**config.mk**
```make
export PLATFORM = sky130hd
export DESIGN_NAME = param_fifo
export DESIGN_NICKNAME = d
export VERILOG_FILES = /design/src/rtl/fifo_pkg.sv /design/src/rtl/fifo_mem.sv /design/src/rtl/param_fifo.sv
export SDC_FILE = /design/constraint.sdc
export NUM_CORES = 1
export LEC_CHECK = 0
export CAP_MARGIN = 25
export CORE_MARGIN = 2
export CORE_UTILIZATION = 54
export DETAILED_ROUTE_END_ITERATION = 10
export GPL_TIMING_DRIVEN = 0
export PLACE_DENSITY = 0.74
export SLEW_MARGIN = 20
export SYNTH_ARGS = -nofsm -noshare
export SYNTH_HDL_FRONTEND = slang
export SYNTH_SLANG_ARGS = --single-unit
```
**constraint.sdc**
```tcl
create_clock -name clk -period 2.36 [get_ports clk]
set_clock_uncertainty 0.15 [all_clocks]
set_input_delay 0.236 -clock clk [delete_from_list [all_inputs] [get_ports clk]]
set_output_delay 0.236 -clock clk [all_outputs]
set_load 0.1 [all_outputs]
```
**src/rtl/fifo_pkg.sv**
```systemverilog
// Shared defaults and width helpers for the parameterised FIFO.
package fifo_pkg;

    localparam int DEF_DATA_W = 8;
    localparam int DEF_ADDR_W = 4;
    localparam int DEF_AE_LVL = 2;

    // Occupancy spans 0..DEPTH inclusive, so it needs one bit more than an address.
    function automatic int cnt_w(input int addr_w);
        return addr_w + 1;
    endfunction

endpackage

```
**src/rtl/fifo_mem.sv**
```systemverilog
// DEPTH x DATA_W storage: one synchronous write port, one registered read port.
module fifo_mem #(
    parameter int DATA_W = 8,
    parameter int ADDR_W = 4
) (
    input  logic              clk,
    input  logic              wr_en,
    input  logic [ADDR_W-1:0] wr_addr,
    input  logic [DATA_W-1:0] wr_data,
    input  logic              rd_en,
    input  logic [ADDR_W-1:0] rd_addr,
    output logic [DATA_W-1:0] rd_data
);

    localparam int DEPTH = 1 << ADDR_W;

    logic [DATA_W-1:0] mem [DEPTH];

    always_ff @(posedge clk) begin
        if (wr_en)
            mem[wr_addr] <= wr_data;
        if (rd_en)
            rd_data <= mem[rd_addr];
    end

endmodule

```
**src/rtl/param_fifo.sv**
```systemverilog
// Synchronous FIFO: wrap-bit pointers, registered count and status flags,
// one-cycle read latency and overflow/underflow pulses.
module param_fifo
    import fifo_pkg::*;
#(
    parameter int DATA_W = DEF_DATA_W,
    parameter int ADDR_W = DEF_ADDR_W,
    parameter int AF_LVL = (1 << ADDR_W) - 2,
    parameter int AE_LVL = DEF_AE_LVL
) (
    input  logic                      clk,
    input  logic                      rst_n,
    input  logic                      clr,
    input  logic                      wr_en,
    input  logic [DATA_W-1:0]         wr_data,
    input  logic                      rd_en,
    output logic [DATA_W-1:0]         rd_data,
    output logic                      rd_valid,
    output logic                      full,
    output logic                      empty,
    output logic                      almost_full,
    output logic                      almost_empty,
    output logic [cnt_w(ADDR_W)-1:0]  count,
    output logic                      overflow,
    output logic                      underflow
);

    localparam int CW = cnt_w(ADDR_W);
    localparam logic [CW-1:0] DEPTH_C = CW'(1 << ADDR_W);
    localparam logic [CW-1:0] AF_C    = CW'(AF_LVL);
    localparam logic [CW-1:0] AE_C    = CW'(AE_LVL);

    logic [CW-1:0]     wr_ptr, rd_ptr;
    logic [CW-1:0]     wr_ptr_n, rd_ptr_n, count_n;
    logic              wr_acc, rd_acc;
    logic              full_n, empty_n;
    logic              have_data;
    logic [DATA_W-1:0] mem_q;

    assign wr_acc = wr_en && !full && !clr;
    assign rd_acc = rd_en && !empty && !clr;

    always_comb begin
        wr_ptr_n = wr_ptr + CW'(wr_acc);
        rd_ptr_n = rd_ptr + CW'(rd_acc);
        count_n  = count + CW'(wr_acc) - CW'(rd_acc);
        if (clr) begin
            wr_ptr_n = '0;
            rd_ptr_n = '0;
            count_n  = '0;
        end
        full_n  = (wr_ptr_n[ADDR_W-1:0] == rd_ptr_n[ADDR_W-1:0])
               && (wr_ptr_n[ADDR_W] != rd_ptr_n[ADDR_W]);
        empty_n = (wr_ptr_n == rd_ptr_n);
    end

    always_ff @(posedge clk or negedge rst_n) begin
        if (!rst_n) begin
            wr_ptr       <= '0;
            rd_ptr       <= '0;
            count        <= '0;
            full         <= 1'b0;
            empty        <= 1'b1;
            almost_full  <= 1'b0;
            almost_empty <= 1'b1;
            rd_valid     <= 1'b0;
            have_data    <= 1'b0;
            overflow     <= 1'b0;
            underflow    <= 1'b0;
        end else begin
            wr_ptr       <= wr_ptr_n;
            rd_ptr       <= rd_ptr_n;
            count        <= count_n;
            full         <= full_n;
            empty        <= empty_n;
            almost_full  <= (count_n >= AF_C);
            almost_empty <= (count_n <= AE_C);
            rd_valid     <= rd_acc;
            overflow     <= !clr && wr_en && full;
            underflow    <= !clr && rd_en && empty;
            if (rd_acc)
                have_data <= 1'b1;
        end
    end

    fifo_mem #(
        .DATA_W (DATA_W),
        .ADDR_W (ADDR_W)
    ) u_mem (
        .clk     (clk),
        .wr_en   (wr_acc),
        .wr_addr (wr_ptr[ADDR_W-1:0]),
        .wr_data (wr_data),
        .rd_en   (rd_acc),
        .rd_addr (rd_ptr[ADDR_W-1:0]),
        .rd_data (mem_q)
    );

    // Storage has no reset, so rd_data reads as zero until the first real pop.
    assign rd_data = have_data ? mem_q : '0;

    initial begin
        assert (DEPTH_C != '0);
    end

endmodule
```
==> metrics.txt <==
status=complete, but fails checks; failing checks=setup timing; PD cells=between 900 and 1000 nW/um^2; origin of the critical flop-to-flop path=empty; final instance count without filler cells=591; Internal Power=5.02 mW; type of origin of the critical path=flip-flop; Mean Syn Cell Area=17.5 sq um; critical path cell sequence=nor3b_4, buf_4, nand2b_4, ha_1, a21o_1, a21oi_2, xor2_1, nor2_2, a2111oi_2; clock transition at the registers of the reported paths=0.06 ns; Mapped Cells=roughly 370; Comb pwr share=18.3%; hold crit path type=input pin to async pin; Max-Cap Viols=0; cts bufs inserted=17; final setup fails=3; final instance area=between 7000 and 8000 sq um; clock group share of total power=between 30 and 40%; CTS tree=built; Iteration-0 DRC Markers=286; Final Net Count=452; Net Switching=1.96 mW; CP Max Fanout=3; leading area contributor after synthesis=edfxtp_1; Cells after DPL=550; R2R Path End=almost_empty; die width=about 110 um; number of synthesized register bits=159; YS warnings=0; final hold viol count=0; clk sink count=159; Reg2Reg Setup Slack=-0.05 ns; Synthesized Nets=392; Reg2Reg Depth=9; routed vias/inst=5.86; Post-route DRC=0; Buffers on Ports=32; clk buf depth=2; post-layout min period=2.41 ns; Final Worst Setup Slack=-0.0530 ns; Critical Path RT=2.53 ns; CP Capture Type=flip-flop; Crit path arrival time=about 2.6 ns; final WL=approximately 13 mm; peak supply drop=around 0.62 mV; Slew HR=34.9%; Least-Margin Pin Slew=0.974 ns; die area=12900 sq um; core area=11900 sq um; FILL cells=790; drt first pass iters=5; post-synthesis to final-layout area growth=19.3%; CP peak stage delay=0.47 ns; final-report max-slew violation count=0; Slowest-stage cell, CP=dfstp_4; clock latency on the worst-skew pair=0.42 ns; die height=114 um; Vias=3461; area post-placement=around 7000 sq um; Routed Antenna Nets=0; CTS Root Cell=clkbuf_16; fin util=between 60% and 70%; kind of cell adding the most delay to the critical path=compound AO/OA/AOI/OAI gates; WL per Instance=22.1 um; Post-Syn Area=6480 sq um; crit path buf inv count=1; Synth top area share=between 60% and 70%; gr usage total=between 20% and 30%; area of the multi-input gates=1780 sq um; grt total ovfl=0; H-tree levels=4; Switching Fraction=roughly 28%; row cnt=40; GPL Wtd Cong=just over 0.8; register area share after synthesis=71.9%; first-pass GRT wire length=slightly above 20 mm; initial antenna violation count=0; Reg power frac=45.6%; RSZ-0062 raised after global routing=yes; layout cell share with drive strength beyond 1=26.8%; Initial Utilization=54.6%; vias in the first global route=roughly 3600; WS Path Type=flip-flop to flip-flop; I/O pins=33; Post-DP HPWL=between 8 and 9 mm; max frequency=414 MHz; synth top area cells=edfxtp_1, dfrtp_1, mux4_2; largest net degree at the start of global routing=24; Pleak=2.62 nW; FF+latch area=4670 sq um; Synth cell types=39; period utilization=102%; # diodes=0
## state kept, by name (all words and copies together) (netlist names)
name	count
count	5
full	1
rd_valid	1
underflow	1
rd_ptr	5
overflow	1
almost_empty	1
empty	1
u_mem.rd_data	8
u_mem.mem	128
have_data	1
wr_ptr	5
almost_full	1
## placed cells by master, fill, tap and decap left out, types with 5 or more instances in the layout
master,Yosys,layout
nor2_1,23,9
buf_4,3,11
ha_1,7,6
clkdlybuf4s50_1,0,18
buf_6,7,7
o21ai_0,16,16
xnor2_1,9,9
mux4_2,16,16
buf_2,4,5
clkdlybuf4s15_2,0,9
nor2_2,0,12
edfxtp_1,136,136
mux2_2,8,8
dfrtp_1,21,20
nor2b_1,8,8
clkbuf_16,0,17
xor2_1,7,7
nand2_1,10,10
a221oi_1,8,8
and2_1,9,9
a21oi_1,10,8
a22oi_1,8,8
mux2i_1,24,24
## synthesized netlist by cell type
master and instances:
a21o_1 2, a221oi_1 8, and2_4 1, nand2b_1 3, buf_2 4, a31o_2 1, mux4_2 16, and3_4 1
or3b_1 1, and2_1 9, a41oi_2 1, fa_1 1, clkbuf_1 4, a2111oi_0 1, xnor2_1 9, mux2_2 8
nor3_1 3, nor3b_4 2, nor2b_1 8, a21oi_1 10, or2_2 1, buf_4 3, nand3b_1 2, nand3_1 4
ha_1 7, mux2i_1 24, a22oi_1 8, dfrtp_1 21, nand2_1 10, nor3_2 1, buf_6 7, o21ai_0 16
inv_1 3, nor2_1 23, and3b_1 2, xor3_1 1, edfxtp_1 136, dfstp_2 2, xor2_1 7
## through the flow
stage	hold WS, ns	setup slack (ns)	setup TNS, ns	power [mW]
6_report	0.173	-0.0530	-0.0978	6.98
5_1_grt	0.232	-0.170	-0.634	7.22
4_1_cts	0.261	-0.0687	-0.108	7.00
3_5_place_dp	0.410	-1.06	-54.38	4.46
3_3_place_gp	0.405	-0.994	-59.36	4.43
2_1_floorplan	-0.210	-0.438	-0.877	4.15
## cell type report
type	instances	share of cell area, %
Sequential cell	159	60.4
Multi-Input combinational cell	191	23.1
Clock buffer	18	5.55
Timing Repair Buffer	41	5.16
Tap cell	147	2.38
Buffer	18	1.78
Clock inverter	14	1.54
Inverter	3	0.146
## worst max path at each step
| stage | start | to | slack [ns] | depth (start not counted) |
|---|---|---|---|---|
| after CTS | empty | almost_empty | -0.07 | 9 |
| after global placement | rd_en | almost_empty | -0.99 | 10 |
| final | empty | almost_empty | -0.05 | 9 |
| after floorplan | empty | almost_empty | -0.44 | 9 |
| after detailed placement | rd_en | almost_empty | -1.06 | 10 |
| after global routing | empty | empty | -0.17 | 9 |
## worst reg2reg max path, cell delays in order, from the launching register on
cell and delay (ns):
dfstp_4 0.47, nor3b_4 0.28, buf_4 0.17, nand2b_4 0.06, ha_1 0.28, a21o_1 0.17, a21oi_2 0.13, xor2_1 0.19
nor2_2 0.08, a2111oi_2 0.33
## power by group through the flow
stage	Clock (mW)	Combinational (mW)	Sequential, mW
3_5_place_dp	0	1.21	3.25
4_1_cts	2.56	1.25	3.19
6_report	2.52	1.28	3.19
3_3_place_gp	0	1.19	3.25
5_1_grt	2.68	1.35	3.19
2_1_floorplan	0	0.581	3.57
## layer usage
layer,up-vias,global-route usage [%],routed length (um)
met5,-,0,0
met4,0,9.76,384
met3,31,5.79,781
met2,121,34.6,6520
met1,1750,28.7,5360
li1,1559,-,-
## logic make-up after synthesis
family | after synthesis | share of synthesized area (%)
mux | 48 | 10.7
compound gates | 47 | 4.77
buf+inv | 21 | 2.28
simple gates | 71 | 6.16
fa+ha+maj | 8 | 1.66
flops | 159 | 71.9
xor+xnor | 17 | 2.53
## what timing repair did
| action | 4_1_cts | 5_1_grt |
|---|---|---|
| hold endpoints to repair | 0 | 21 |
| hold buffers | 0 | 1 |
| buffers inserted | 6 | 2 |
| pin swaps | 5 | 3 |
| resized for setup | 37 | 21 |
| setup endpoints to repair | 52 | 117 |
Note: power is estimated with default switching activity, not from simulation.
